--- src/rtl/babbage_inverse_engine_pkg.sv ---
// Shared widths, difference-engine seed values and FSM encoding for the
// Babbage inverse engine and its difference stepper.
package babbage_pkg;

  localparam int unsigned ACC_W    = 20;
  localparam int unsigned N_W      = 6;
  localparam int unsigned TARGET_W = 16;
  localparam int unsigned F_OUT_W  = 17;

  // Seeds for f(n) = n^3 + 2n^2 + 2n + 1 at n = 0
  localparam logic [ACC_W-1:0] F0    = 20'd1;
  localparam logic [ACC_W-1:0] D1_0  = 20'd5;
  localparam logic [ACC_W-1:0] D2_0  = 20'd10;
  localparam logic [ACC_W-1:0] D3    = 20'd6;
  localparam logic [N_W-1:0]   N_MAX = 6'd40;

  typedef enum logic [1:0] {
    IDLE   = 2'd0,
    SEARCH = 2'd1,
    DONE   = 2'd2
  } state_e;

  function automatic logic [ACC_W-1:0] widen_target(input logic [TARGET_W-1:0] t);
    return {{(ACC_W-TARGET_W){1'b0}}, t};
  endfunction

endpackage

--- src/rtl/babbage_inverse_engine_if.sv ---
// Request/result bundle for the Babbage inverse engine.
// exact_o exists only when BABBAGE_INV_EXACT_EN is defined.
interface babbage_inverse_engine_if;
  import babbage_pkg::*;

  logic                start_i;
  logic [TARGET_W-1:0] target_i;
  logic                ready_o;
  logic                done_o;
  logic [N_W-1:0]      n_o;
  logic [F_OUT_W-1:0]  f_of_n_o;
`ifdef BABBAGE_INV_EXACT_EN
  logic                exact_o;

  modport master (
    output start_i, target_i,
    input  ready_o, done_o, n_o, f_of_n_o, exact_o
  );
  modport slave (
    input  start_i, target_i,
    output ready_o, done_o, n_o, f_of_n_o, exact_o
  );
`else
  modport master (
    output start_i, target_i,
    input  ready_o, done_o, n_o, f_of_n_o
  );
  modport slave (
    input  start_i, target_i,
    output ready_o, done_o, n_o, f_of_n_o
  );
`endif
endinterface

--- src/rtl/babbage_inverse_engine_diff_stepper.sv ---
// Finite-difference chain stepping f(n) = n^3 + 2n^2 + 2n + 1 one n per
// clock using additions only; shared with the forward engine.
module babbage_diff_stepper
  import babbage_pkg::*;
(
  input  logic             clk_i,
  input  logic             reset_i,
  input  logic             load_i,
  input  logic             step_i,
  output logic [ACC_W-1:0] f_o,
  output logic [N_W-1:0]   n_o
);

  logic [ACC_W-1:0] f_q, f_d;
  logic [ACC_W-1:0] d1_q, d1_d;
  logic [ACC_W-1:0] d2_q, d2_d;
  logic [N_W-1:0]   n_q, n_d;

  // All differences advance from their old values so the chain stays aligned
  always_comb begin
    f_d  = f_q;
    d1_d = d1_q;
    d2_d = d2_q;
    n_d  = n_q;
    if (load_i) begin
      f_d  = F0;
      d1_d = D1_0;
      d2_d = D2_0;
      n_d  = '0;
    end else if (step_i) begin
      f_d  = f_q + d1_q;
      d1_d = d1_q + d2_q;
      d2_d = d2_q + D3;
      n_d  = n_q + 1'b1;
    end
  end

  always_ff @(posedge clk_i) begin
    if (reset_i) begin
      f_q  <= '0;
      d1_q <= '0;
      d2_q <= '0;
      n_q  <= '0;
    end else begin
      f_q  <= f_d;
      d1_q <= d1_d;
      d2_q <= d2_d;
      n_q  <= n_d;
    end
  end

  assign f_o = f_q;
  assign n_o = n_q;

endmodule

--- src/rtl/babbage_inverse_engine.sv ---
// Babbage inverse engine: finds the smallest n with f(n) >= target.
// Optional exact-match flag enabled by BABBAGE_INV_EXACT_EN.
module babbage_inverse_engine
  import babbage_pkg::*;
(
  input  logic                     clk_i,
  input  logic                     reset_i,
  babbage_inverse_engine_if.slave  bus
);

  state_e              state_q;
  logic [TARGET_W-1:0] target_q;
  logic                ready_q;
  logic                done_q;
  logic [N_W-1:0]      n_out_q;
  logic [F_OUT_W-1:0]  f_out_q;
`ifdef BABBAGE_INV_EXACT_EN
  logic                exact_q;
`endif

  logic [ACC_W-1:0] step_f;
  logic [N_W-1:0]   step_n;
  logic             hit;
  logic             load;
  logic             step;

  assign hit  = (step_f >= widen_target(target_q));
  assign load = (state_q == IDLE) && bus.start_i;
  assign step = (state_q == SEARCH) && !hit;

  babbage_diff_stepper u_stepper (
    .clk_i   (clk_i),
    .reset_i (reset_i),
    .load_i  (load),
    .step_i  (step),
    .f_o     (step_f),
    .n_o     (step_n)
  );

  always_ff @(posedge clk_i) begin
    if (reset_i) begin
      state_q  <= IDLE;
      target_q <= '0;
      ready_q  <= 1'b1;
      done_q   <= 1'b0;
      n_out_q  <= '0;
      f_out_q  <= '0;
`ifdef BABBAGE_INV_EXACT_EN
      exact_q  <= 1'b0;
`endif
    end else begin
      case (state_q)
        IDLE: begin
          done_q <= 1'b0;
          if (bus.start_i) begin
            target_q <= bus.target_i;
            ready_q  <= 1'b0;
            state_q  <= SEARCH;
          end
        end
        SEARCH: begin
          if (hit) begin
            n_out_q <= step_n;
            f_out_q <= step_f[F_OUT_W-1:0];
`ifdef BABBAGE_INV_EXACT_EN
            exact_q <= (step_f == widen_target(target_q));
`endif
            done_q  <= 1'b1;
            state_q <= DONE;
          end
        end
        DONE: begin
          done_q  <= 1'b0;
          ready_q <= 1'b1;
          state_q <= IDLE;
        end
        default: begin
          done_q  <= 1'b0;
          ready_q <= 1'b1;
          state_q <= IDLE;
        end
      endcase
    end
  end

  assign bus.ready_o  = ready_q;
  assign bus.done_o   = done_q;
  assign bus.n_o      = n_out_q;
  assign bus.f_of_n_o = f_out_q;
`ifdef BABBAGE_INV_EXACT_EN
  assign bus.exact_o  = exact_q;
`endif

endmodule

--- src/flat_wrapper.sv ---
// flat-port wrapper written by rule: the top's interface ports become plain ports
module babbage_inverse_engine_flat import babbage_pkg::*;
  (clk_i, reset_i, bus_start_i, bus_target_i, bus_ready_o, bus_done_o, bus_n_o, bus_f_of_n_o);
  babbage_inverse_engine_if bus_i ();
  input  logic clk_i;
  input  logic reset_i;
  input wire logic [$bits(bus_i.start_i)-1:0] bus_start_i;
  input wire logic [$bits(bus_i.target_i)-1:0] bus_target_i;
  output wire logic [$bits(bus_i.ready_o)-1:0] bus_ready_o;
  output wire logic [$bits(bus_i.done_o)-1:0] bus_done_o;
  output wire logic [$bits(bus_i.n_o)-1:0] bus_n_o;
  output wire logic [$bits(bus_i.f_of_n_o)-1:0] bus_f_of_n_o;
  assign bus_i.start_i = bus_start_i;
  assign bus_i.target_i = bus_target_i;
  assign bus_ready_o = bus_i.ready_o;
  assign bus_done_o = bus_i.done_o;
  assign bus_n_o = bus_i.n_o;
  assign bus_f_of_n_o = bus_i.f_of_n_o;
  babbage_inverse_engine u_core (.clk_i(clk_i), .reset_i(reset_i), .bus(bus_i));
endmodule
--- config.mk ---
export PLATFORM = sky130hd
export DESIGN_NAME = babbage_inverse_engine_flat
export DESIGN_NICKNAME = d
export VERILOG_FILES = /design/src/rtl/babbage_inverse_engine_pkg.sv /design/src/rtl/babbage_inverse_engine_if.sv /design/src/rtl/babbage_inverse_engine_diff_stepper.sv /design/src/rtl/babbage_inverse_engine.sv /design/src/flat_wrapper.sv
export SDC_FILE = /design/constraint.sdc
export NUM_CORES = 1
export LEC_CHECK = 0
export BUFFER_PORTS_ARGS = -buffer_cell sky130_fd_sc_hd__buf_4
export CAP_MARGIN = 20
export CORE_MARGIN = 8
export CORE_UTILIZATION = 45
export DETAILED_ROUTE_END_ITERATION = 7
export SLEW_MARGIN = 20
export SYNTH_ARGS = -nofsm -noshare
export SYNTH_HDL_FRONTEND = slang
export SYNTH_SLANG_ARGS = --single-unit
--- constraint.sdc ---
create_clock -name clk_i -period 7.2 [get_ports clk_i]
set_input_delay 0.36 -clock clk_i [delete_from_list [all_inputs] [get_ports clk_i]]
set_output_delay 0.36 -clock clk_i [all_outputs]
set_load 0.01 [all_outputs]
==> impl_metrics.json <==
{
  "ant_nets": 0,
  "cts-root-buf": "clkbuf_16",
  "holdWs_ps": 248.4,
  "holdBufCountCts": 0,
  "clk_pin_slew_ps": 70,
  "io_pins": 44,
  "reg2regPathDepth": 10,
  "cts_buffers": 9,
  "status": "complete, no violations",
  "total_power_mw": 1.428,
  "min_path_type": "input pin to flop",
  "slew_viol_final": 0,
  "start_util": 0.4530,
  "slowest_stage": "dfxtp_1",
  "worstMarginPinSlew_ps": 1017,
  "grt_pass1_wl_mm": 25.25,
  "path_cells": "ha_1, inv_1, fa_1, nor2b_1, o2111ai_1, a21oi_1, o21ai_1, o211ai_1, mux2i_1, mux2i_1",
  "die-width_um": 133.3,
  "cp.arrival_ps": 3020,
  "dieArea_um2": 17770,
  "synth-edff-count": 0,
  "n_fill_cell": 1311,
  "numPortBuffers": 43,
  "fp-row-count": 43,
  "maxCapViolations": 0,
  "grt_pass1_vias": 5090,
  "max_freq_ghz": 0.3663,
  "synthesis.nets": 836,
  "critical-path-top-delay-family": "compound AO/OA/AOI/OAI gates",
  "core_area_um2": 13670,
  "drt_pass1_iterations": 4,
  "post-cts-setup-buffers": 0,
  "place_inst": 956,
  "crit_path_max_fanout": 4,
  "async_flop_share": 0,
  "setup_viol": 0,
  "clock-skew-final_ps": 12.12,
  "r2r_end": "u_core.u_stepper.d1_q[19]$_SDFFE_PP0P_",
  "syn_area_um2": 6191,
  "cts_buffer_depth": 2,
  "grt_overflow": 0,
  "cts_max_level": 3,
  "worst_path_largest_cell_delay_ps": 440,
  "rsz0062_at_grt": "no",
  "finalWirelength_mm": 15.16,
  "vias": 5325,
  "die_y_um": 133.3,
  "power.leakage_nw": 2.891,
  "r2r_start": "u_core.u_stepper.d1_q[1]$_SDFFE_PP0P_",
  "synth-seq-area-share": 0.3492,
  "antenna_found_initial": 0,
  "p_per_area_nw_per_um2": 205.3,
  "ff2ff_setup_slack_ps": 4470,
  "cpMostUsedCell": "mux2i_1",
  "crit_required_ps": 7490,
  "yosys_warnings": 0,
  "crit_buf_inv": 1,
  "fin_crit_sh": 0.3792,
  "setup-tns-final_ps": 0,
  "fin_nets": 863,
  "synthCells": 760,
  "relSlewSlack": 0.3205,
  "drc": 0,
  "dpl.hpwl_mm": 11.16,
  "syn_avg_cell_area_um2": 8.146,
  "synthDistinctLibCells": 63,
  "whs_endpoint": "u_core.target_q[4]$_SDFFE_PP0P_",
  "antenna_cells": 0,
  "drive_above_1_share": 0.1048,
  "ys_ff_latch": 108,
  "initialDrtViolationCount": 312,
  "crit_path_start_kind": "flop",
  "gp_congestion": 0.8398,
  "period_minus_slack_ps": 2730,
  "cts_tree": "done",
  "ir_worst_vdd_uv": 121.4,
  "avgViaCountPerCell": 5.478,
  "clock_latency_ps": 360,
  "wl_per_cell_um": 15.59,
  "cts.sinks": 108,
  "min_path_cells": 3,
  "cts-resized-gates": 0,
  "grt_max_degree": 52,
  "grt_usage": 0.1724,
  "syn_to_final_growth_pct": 12.31,
  "instances_no_fill": 972,
  "synth_ff_type": "dfxtp_1",
  "hold_violations": 0,
  "worstSetupPathType": "flop to flop",
  "holdCritStartpoint": "bus_target_i[4]",
  "setup.worst_path.end_class": "flop"
}
## Yosys cell counts (2+ instances only)
library cell / count / area share
nor3b_1: 3 / 0.0036
nor4_1: 6 / 0.0061
a211oi_1: 11 / 0.013
a211o_1: 2 / 0.0028
a21o_1: 10 / 0.012
o211ai_1: 6 / 0.0073
and3_1: 8 / 0.0081
o21ai_1: 7 / 0.0057
nor3_1: 10 / 0.0081
o21a_1: 8 / 0.0097
o31ai_1: 3 / 0.0036
a21oi_1: 80 / 0.065
nor2_1: 83 / 0.050
mux2i_1: 19 / 0.031
nor2_2: 2 / 0.0020
ha_1: 55 / 0.11
nand2_1: 107 / 0.065
inv_1: 31 / 0.019
a31oi_1: 6 / 0.0061
a2111oi_0: 2 / 0.0028
o21ai_0: 26 / 0.021
xnor2_1: 32 / 0.045
dfxtp_1: 108 / 0.35
clkbuf_1: 19 / 0.012
buf_2: 11 / 0.0089
nand2b_1: 4 / 0.0040
nor2b_1: 5 / 0.0051
nand3_1: 26 / 0.021
or3_1: 6 / 0.0061
fa_1: 2 / 0.0065
a21oi_2: 2 / 0.0028
a21boi_0: 2 / 0.0024
o2111ai_1: 3 / 0.0042
nor4_2: 3 / 0.0061
nand4_1: 10 / 0.010
or4_1: 2 / 0.0024
o21bai_1: 3 / 0.0036
xor2_1: 12 / 0.017
## placed cells by master, fill, tap and decap left out, types with 7 or more instances in the layout
cell,n
ha_1,55
nor3_1,10
inv_1,31
buf_4,48
xor2_1,12
a211oi_1,11
clkbuf_16,9
nand3_1,26
o21ai_0,26
and3_1,8
o21a_1,8
mux2i_1,19
nand4_1,10
nand2_1,107
xnor2_1,32
o21ai_1,7
a21o_1,10
nor2_1,83
a21oi_1,80
dfxtp_1,108
## worst min-delay path: cells and delay by family
family	cells	cell delay, ps
buf+inv	1	110
compound gates	1	50
simple gates	1	40
## worst max-delay path by stage
stage | from | end | slack [ps] | cells after the start
after floorplan | u_core.u_stepper.d1_q[1]$_SDFFE_PP0P_ | u_core.u_stepper.d1_q[19]$_SDFFE_PP0P_ | 4850 | 10
after global placement | u_core.u_stepper.f_o[2]$_SDFFE_PP0P_ | u_core.u_stepper.f_o[16]$_SDFFE_PP0P_ | 4480 | 8
after detailed placement | u_core.u_stepper.f_o[2]$_SDFFE_PP0P_ | u_core.u_stepper.d2_q[17]$_SDFFE_PP0P_ | 4460 | 9
after CTS | u_core.u_stepper.f_o[2]$_SDFFE_PP0P_ | u_core.u_stepper.f_o[19]$_SDFFE_PP0P_ | 4420 | 8
after global routing | u_core.target_q[15]$_SDFFE_PP0P_ | u_core.bus.f_of_n_o[6]$_SDFFE_PP0P_ | 4160 | 9
final | u_core.u_stepper.d1_q[1]$_SDFFE_PP0P_ | u_core.u_stepper.d1_q[19]$_SDFFE_PP0P_ | 4470 | 10
## cells by family after synthesis
| family | synth area share |
|---|---|
| AOI/OAI and AO/OA | 0.1855 |
| DFF | 0.3492 |
| buffers and inverters | 0.04224 |
| adders and majority gates | 0.1176 |
| xor gates and xnor gates | 0.06225 |
| muxes | 0.03254 |
| and+or+nand+nor | 0.2106 |
## cell type report
type	instances	area (µm²)	area share
Multi-Input combinational cell	589	3779	0.5435
Clock inverter	6	71.32	0.01026
Tap cell	180	225.2	0.03239
Clock buffer	10	239.0	0.03437
Sequential cell	108	2162	0.3110
Inverter	31	116.4	0.01674
Timing Repair Buffer	48	360.3	0.05183
## where the power goes
| group | switching, mW | internal (mW) |
|---|---|---|
| Clock | 0.231 | 0.282 |
| Sequential | 0.0240 | 0.622 |
| Combinational | 0.180 | 0.0881 |
| Total | 0.436 | 0.992 |
## flip-flops by register name, indices dropped and copies added, names as in the netlist
name	count
u_core.u_stepper.d2_q	19
u_core.u_stepper.d1_q	20
u_core.state_q	2
u_core.u_stepper.f_o	20
u_core.bus.ready_o	1
u_core.bus.f_of_n_o	17
u_core.u_stepper.n_o	6
u_core.bus.done_o	1
u_core.bus.n_o	6
u_core.target_q	16
## layer usage
layer  routed length [µm]  global-route usage  part of all wire
met2                 7154              0.2848              0.47
met5                    0                   0                 0
met3                  523             0.03238             0.035
met1                 7188              0.2175              0.47
met4                  289             0.06613             0.019
## stage by stage
step | area, µm² | util | setup WS [ps]
floorplan | 6191 | - | 4851
global placement | 6643 | 0.4861 | 4477
detailed placement | 6643 | 0.4861 | 4457
CTS | 6953 | 0.5088 | 4423
global route | 6953 | 0.5088 | 4163
finish | 6953 | 0.5088 | 4470
Note: power is estimated with default switching activity, not from simulation.
